==> src/rtl/cache_mon_pkg.sv <==
// rtl/cache_mon_pkg.sv - shared types, constants and counter helper for cache_trace_monitor
// Optional feature macro: CACHE_MON_SAT_EN (saturating statistics counters)
package cache_mon_pkg;

  typedef enum logic [1:0] {
    ST_IDLE = 2'd0,
    ST_RUN  = 2'd1,
    ST_DONE = 2'd2
  } mon_state_e;

  localparam logic [15:0] DEFAULT_WDATA_TAG = 16'h5678;

  // Statistic slots, one mon_counter each
  localparam int CNT_CLK   = 0;
  localparam int CNT_REQ   = 1;
  localparam int CNT_HIT   = 2;
  localparam int CNT_MISS  = 3;
  localparam int CNT_WRITE = 4;
  localparam int CNT_STALL = 5;
  localparam int NUM_CNT   = 6;

`ifdef CACHE_MON_SAT_EN
  localparam bit SAT_MODE = 1'b1;
`else
  localparam bit SAT_MODE = 1'b0;
`endif

  // An increment is taken unless the counter is pinned at its maximum in saturating mode
  function automatic logic cnt_step_ok(input logic inc, input logic at_max);
    return inc && !(SAT_MODE && at_max);
  endfunction

endpackage

==> src/rtl/mon_counter.sv <==
// rtl/mon_counter.sv - one statistics counter with clear/increment, wrap or saturate
// Optional feature macro: CACHE_MON_SAT_EN (adds sat_hit output, counter saturates)
module mon_counter #(
  parameter int CNT_W = 16
) (
  input  logic             clk,
  input  logic             rst,
  input  logic             clr,
  input  logic             inc,
  output logic [CNT_W-1:0] cnt
`ifdef CACHE_MON_SAT_EN
  ,
  output logic             sat_hit
`endif
);
  import cache_mon_pkg::*;

  logic [CNT_W-1:0] cnt_q, cnt_d;
  logic             at_max;

  // Next count: clear wins, otherwise step unless held at the limit
  always_comb begin
    at_max = &cnt_q;
    cnt_d  = cnt_q;
    if (clr) begin
      cnt_d = '0;
    end else if (cnt_step_ok(inc, at_max)) begin
      cnt_d = cnt_q + CNT_W'(1);
    end
  end

  // Counter register
  always_ff @(posedge clk) begin
    if (rst) cnt_q <= '0;
    else     cnt_q <= cnt_d;
  end

  assign cnt = cnt_q;

`ifdef CACHE_MON_SAT_EN
  // An increment that was swallowed at the limit marks a saturation event
  assign sat_hit = inc && at_max && !clr;
`endif

endmodule

==> src/rtl/cache_trace_monitor.sv <==
// rtl/cache_trace_monitor.sv - trace walker and cache statistics monitor with start/done run FSM
// Optional feature macro: CACHE_MON_SAT_EN (saturating counters plus sticky sat_flag output)
module cache_trace_monitor
  import cache_mon_pkg::*;
#(
  parameter int          CNT_W     = 16,
  parameter int          IDX_W     = 4,
  parameter int          ADDR_W    = 32,
  parameter logic [15:0] WDATA_TAG = DEFAULT_WDATA_TAG
) (
  input  logic              clk,
  input  logic              rst,
  input  logic              start,
  output logic [IDX_W-1:0]  trace_idx,
  input  logic              trace_valid,
  input  logic              trace_write,
  input  logic [ADDR_W-1:0] trace_addr,
  output logic              cache_req,
  output logic              cache_we,
  output logic [ADDR_W-1:0] cache_addr,
  output logic [31:0]       cache_wdata,
  input  logic              cache_stall,
  output logic              busy,
  output logic              done,
  output logic [CNT_W-1:0]  clk_count,
  output logic [CNT_W-1:0]  req_count,
  output logic [CNT_W-1:0]  hit_count,
  output logic [CNT_W-1:0]  miss_count,
  output logic [CNT_W-1:0]  write_count,
  output logic [CNT_W-1:0]  stall_count,
  output logic [CNT_W-1:0]  max_lat
`ifdef CACHE_MON_SAT_EN
  ,
  output logic              sat_flag
`endif
);

  mon_state_e       state_q, state_d;
  logic [IDX_W-1:0] trace_idx_q, trace_idx_d;
  logic [CNT_W-1:0] lat_q, lat_d;
  logic [CNT_W-1:0] max_lat_q, max_lat_d;
  logic [7:0]       issue_clk_q, issue_clk_d;

  logic             run, start_go, accept, stalled, lat_zero, idx_last;
  logic [7:0]       issue_lo;
  logic [NUM_CNT-1:0] cnt_inc;
  logic [CNT_W-1:0] cnt_v [NUM_CNT];

  // Request handshake and per-statistic increment strobes
  always_comb begin
    run       = (state_q == ST_RUN);
    start_go  = start && !run;
    cache_req = run && trace_valid;
    accept    = cache_req && !cache_stall;
    stalled   = cache_req && cache_stall;
    lat_zero  = (lat_q == '0);
    idx_last  = (trace_idx_q == '1);
    cnt_inc            = '0;
    cnt_inc[CNT_CLK]   = run;
    cnt_inc[CNT_REQ]   = accept;
    cnt_inc[CNT_HIT]   = accept && lat_zero;
    cnt_inc[CNT_MISS]  = accept && !lat_zero;
    cnt_inc[CNT_WRITE] = accept && trace_write;
    cnt_inc[CNT_STALL] = stalled;
  end

  // Run FSM next state: a missing entry or the last index accepted ends the run
  always_comb begin
    state_d = state_q;
    case (state_q)
      ST_IDLE, ST_DONE: if (start) state_d = ST_RUN;
      ST_RUN:           if (!trace_valid || (accept && idx_last)) state_d = ST_DONE;
      default:          state_d = ST_IDLE;
    endcase
  end

  // Index, latency, worst latency and the issue-cycle snapshot that keeps wdata stable
  always_comb begin
    trace_idx_d = trace_idx_q;
    lat_d       = lat_q;
    max_lat_d   = max_lat_q;
    issue_clk_d = issue_clk_q;
    if (start_go) begin
      trace_idx_d = '0;
      lat_d       = '0;
      max_lat_d   = '0;
    end else if (accept) begin
      trace_idx_d = trace_idx_q + IDX_W'(1);
      lat_d       = '0;
      if (lat_q > max_lat_q) max_lat_d = lat_q;
    end else if (stalled) begin
      if (lat_zero) issue_clk_d = 8'(cnt_v[CNT_CLK]);
      if (lat_q != '1) lat_d = lat_q + CNT_W'(1);
    end
  end

  // Control and datapath registers
  always_ff @(posedge clk) begin
    if (rst) begin
      state_q     <= ST_IDLE;
      trace_idx_q <= '0;
      lat_q       <= '0;
      max_lat_q   <= '0;
      issue_clk_q <= '0;
    end else begin
      state_q     <= state_d;
      trace_idx_q <= trace_idx_d;
      lat_q       <= lat_d;
      max_lat_q   <= max_lat_d;
      issue_clk_q <= issue_clk_d;
    end
  end

`ifdef CACHE_MON_SAT_EN
  logic [NUM_CNT-1:0] sat_hit;
  logic               sat_flag_q, sat_flag_d;

  // Sticky saturation flag, cleared by a new run
  always_comb begin
    sat_flag_d = sat_flag_q | (|sat_hit);
    if (start_go) sat_flag_d = 1'b0;
  end

  // Saturation flag register
  always_ff @(posedge clk) begin
    if (rst) sat_flag_q <= 1'b0;
    else     sat_flag_q <= sat_flag_d;
  end

  assign sat_flag = sat_flag_q;
`endif

  for (genvar g = 0; g < NUM_CNT; g++) begin : g_cnt
    mon_counter #(.CNT_W(CNT_W)) u_cnt (
      .clk     (clk),
      .rst     (rst),
      .clr     (start_go),
      .inc     (cnt_inc[g]),
      .cnt     (cnt_v[g])
`ifdef CACHE_MON_SAT_EN
      ,
      .sat_hit (sat_hit[g])
`endif
    );
  end

  assign issue_lo    = lat_zero ? 8'(cnt_v[CNT_CLK]) : issue_clk_q;
  assign cache_we    = trace_write;
  assign cache_addr  = trace_addr;
  assign cache_wdata = {WDATA_TAG, issue_lo, 8'(cnt_v[CNT_REQ])};
  assign trace_idx   = trace_idx_q;
  assign busy        = (state_q == ST_RUN);
  assign done        = (state_q == ST_DONE);
  assign clk_count   = cnt_v[CNT_CLK];
  assign req_count   = cnt_v[CNT_REQ];
  assign hit_count   = cnt_v[CNT_HIT];
  assign miss_count  = cnt_v[CNT_MISS];
  assign write_count = cnt_v[CNT_WRITE];
  assign stall_count = cnt_v[CNT_STALL];
  assign max_lat     = max_lat_q;

endmodule

==> config.mk <==
export PLATFORM = sky130hd
export DESIGN_NAME = cache_trace_monitor
export DESIGN_NICKNAME = d
export VERILOG_FILES = /design/src/rtl/cache_mon_pkg.sv /design/src/rtl/mon_counter.sv /design/src/rtl/cache_trace_monitor.sv
export SDC_FILE = /design/constraint.sdc
export NUM_CORES = 1
export LEC_CHECK = 0
export BUFFER_PORTS_ARGS = -buffer_cell sky130_fd_sc_hd__clkbuf_2
export CORE_MARGIN = 8
export CORE_UTILIZATION = 48
export CTS_BUF_LIST = sky130_fd_sc_hd__clkbuf_2 sky130_fd_sc_hd__clkbuf_4 sky130_fd_sc_hd__clkbuf_8
export DETAILED_ROUTE_END_ITERATION = 6
export PLACE_DENSITY = 0.79
export SETUP_SLACK_MARGIN = 0.2
export SYNTH_ARGS = -nofsm -noshare
export SYNTH_HDL_FRONTEND = slang
export SYNTH_SLANG_ARGS = --single-unit
export TNS_END_PERCENT = 100
==> constraint.sdc <==
create_clock -name clk -period 2.1 [get_ports clk]
set_input_delay 0.21 -clock clk [delete_from_list [all_inputs] [get_ports clk]]
set_output_delay 0.21 -clock clk [all_outputs]
set_load 0.01 [all_outputs]
==> impl_metrics.json <==
{
  "grt_util_met2_pct": 31.8,
  "tns_ns": -0.508,
  "vias_per_cell": 5.50,
  "seq_power_share_pct": 49.0,
  "ios": 222,
  "place_ws_ns": -0.00271,
  "drtIter0Drc": 454,
  "grt_pass1_vias": 6351,
  "layout_commonest_cell": "clkbuf_2",
  "min_path_type": "input pin to register",
  "final_layout_size_suffix_gt1_share_pct": 32.8,
  "yosysWarnings": 0,
  "clock-sinks": 142,
  "critPathLaunchType": "register",
  "timing.slew.headroom_pct": 60.9,
  "drc": 0,
  "track_usage_pct": 19.6,
  "grt_antenna_before_repair": 1,
  "met1_usage_pct": 24.0,
  "setup_violations": 8,
  "cts-root-buf": "clkbuf_8",
  "cp_max_fo": 5,
  "io_buffers": 141,
  "synth-edff-count": 0,
  "clock_latency_ns": 0.45,
  "max_stage_delay_ns": 0.36,
  "fin_ws_ns": -0.0740,
  "worst_slew_pin_slew_ns": 0.584,
  "gp_congestion": 0.824,
  "cts_buffer_depth": 2,
  "switching_power_mw": 1.26,
  "peakVddDrop_mv": 0.405,
  "dieWidth_um": 138,
  "fin_util_pct": 64.3,
  "critPathCaptureType": "output port",
  "final_cells": 1224,
  "postLayoutCellArea_um2": 9350,
  "core_area_um2": 14500,
  "period_share_pct": 104,
  "violations": "setup timing",
  "dp_cells": 1149,
  "fin_crit_ns": 2.17,
  "p_int_mw": 4.24,
  "worst-setup-path-type": "register to output port",
  "cp.arrival_ns": 1.96,
  "ys_seq_area_share_pct": 39.7,
  "globalRouteMet3Util_pct": 4.97,
  "layout_common_cells": "136 x clkbuf_2, 119 x nand2_1, 117 x dfxtp_1",
  "num_rows": 44,
  "power_mw": 5.50,
  "rsz0062_at_grt": "true",
  "cp.required_ns": 1.89,
  "die_h_um": 138,
  "worst-path-buf-inv": 3,
  "ys_ff_latch": 142,
  "area_growth_pct": 30.5,
  "power.density_nw_per_um2": 589,
  "grt_pass1_wl_mm": 31.9,
  "leakage_nw": 3.82,
  "gr-max-usage-layer": "met2",
  "yosysUniqueCellTypes": 47,
  "tritoncts": "built",
  "crit_family": "simple AND/OR/NAND/NOR gates",
  "switching_share_pct": 22.9,
  "start_util_pct": 49.3,
  "path_clk_slew_ns": 0.08,
  "drtAntennaViolNets": 0,
  "whs_ns": 0.0577,
  "crit_slowest_cell": "dfxtp_4",
  "fp.dieArea_um2": 19100,
  "skew_ns": 0.0158,
  "async_flop_share_pct": 0,
  "max_freq_mhz": 460,
  "grt-ovfl-total": 0,
  "totalWireLength_mm": 20.5,
  "comb_power_share_pct": 4.0,
  "synthCells": 866,
  "syn-cell-area_um2": 7160,
  "post-dp-hpwl_mm": 13.0,
  "placed_cell_area_um2": 7910,
  "final_nets": 1090,
  "cp_cell_sequence": "buf_6 > nor4b_4 > and4_4 > buf_6 > nand2_1 > nand2_1 > buf_2",
  "hold_viol": 0,
  "synth_flop_cell": "dfxtp_1",
  "ctsHtreeMaxLevel": 4,
  "drtPass1Iterations": 5,
  "grt_max_degree": 81,
  "status": "complete, but fails checks",
  "clkPwrFrac_pct": 47.0,
  "num_vias": 6738,
  "wl_per_cell_um": 16.7,
  "cts_made_buffers": 17,
  "synth_area_per_cell_um2": 8.27,
  "maxCapViolCount": 0,
  "slew_violations": 0
}
-- metal layers --
metal | wire [µm] | vias up
met3 | 1290 | 54
li1 | - | 3219
met1 | 8620 | 3220
met2 | 9960 | 245
met5 | 0 | -
met4 | 617 | 0
-- final timing paths --
path | start | endpoint | slack [ns] | depth (start not counted)
worst max-delay path | lat_q[6] | cache_wdata[15] | -0.07 | 7
worst min-delay path | start | state_q[0] | 0.06 | 3
worst max register to register | lat_q[6] | max_lat[12] | 0 | 10
worst min register to register | issue_clk_q[2] | issue_clk_q[2] | 0.45 | 2
-- cell usage after synthesis (3+ instances only) --
master	instances	area, µm²
dfxtp_1	142	2840
nand3_1	31	155
ha_1	25	313
buf_1	4	15.0
buf_2	6	30.0
inv_1	34	128
and3_1	12	75.1
or4_1	3	22.5
buf_4	59	443
or3_1	20	125
and2_1	4	25.0
xnor2_1	45	394
nor4_1	18	113
nand4_1	37	231
mux2i_1	18	180
and4_1	9	78.8
nand2b_1	4	25.0
a21oi_1	43	215
nor2_1	95	357
o21ai_0	19	95.1
nor3_1	19	95.1
xor2_1	40	350
nand4b_1	3	26.3
a21o_1	3	22.5
o211ai_1	7	52.6
clkbuf_1	15	56.3
nor2b_1	3	18.8
nand2_1	126	473
-- worst register-to-register path, delay by kind of cell (launching register included) --
kind / cells / cell delay (ns)
adder cells (fa/ha/maj): 1 / 0.26
AO/OA/AOI/OAI: 2 / 0.34
flip-flops: 1 / 0.36
buffers and inverters: 4 / 0.51
AND/OR/NAND/NOR: 2 / 0.39
multiplexers: 1 / 0.12
-- power groups by stage --
stage	combinational (mW)	clock, mW	sequential (mW)
floorplan	0.203	0	2.77
global placement	0.187	0	2.77
detailed placement	0.188	0	2.77
CTS	0.203	2.62	2.70
global route	0.239	2.75	2.70
finish	0.220	2.59	2.70
-- state kept, by name, indices dropped and copies added (netlist names) --
| signal | cells |
|---|---|
| state_q | 2 |
| lat_q | 16 |
| g_cnt.u_cnt.cnt | 96 |
| trace_idx | 4 |
| issue_clk_q | 8 |
| max_lat | 16 |
-- area by class of cell --
cell class                      count  area (µm²)
Fill cell                        1162        5180
Multi-Input combinational cell    620        4210
Sequential cell                   142        2890
Timing Repair Buffer              211        1410
Clock buffer                       19         262
Tap cell                          184         230
Clock inverter                     12         208
Inverter                           35         135
Antenna cell                        1        2.50
-- what timing repair did --
item,4_1_cts,5_1_grt
buffers inserted,25,13
resized for setup,69,61
gates cloned,4,1
setup endpoints to repair,60,75
pin swaps,25,23
hold buffers,0,0
-- logic make-up after synthesis --
| logic type | after synthesis | synth area share, % |
|---|---|---|
| multiplexers | 18 | 2.51 |
| AND/OR/NAND/NOR | 394 | 26.9 |
| adder cells (fa/ha/maj) | 25 | 4.37 |
| other | 2 | 0.105 |
| flip-flops | 142 | 39.7 |
| AO/OA/AOI/OAI | 81 | 6.64 |
| buffers and inverters | 119 | 9.43 |
| XOR/XNOR | 85 | 10.4 |
Power figures use the tool's default switching activity.
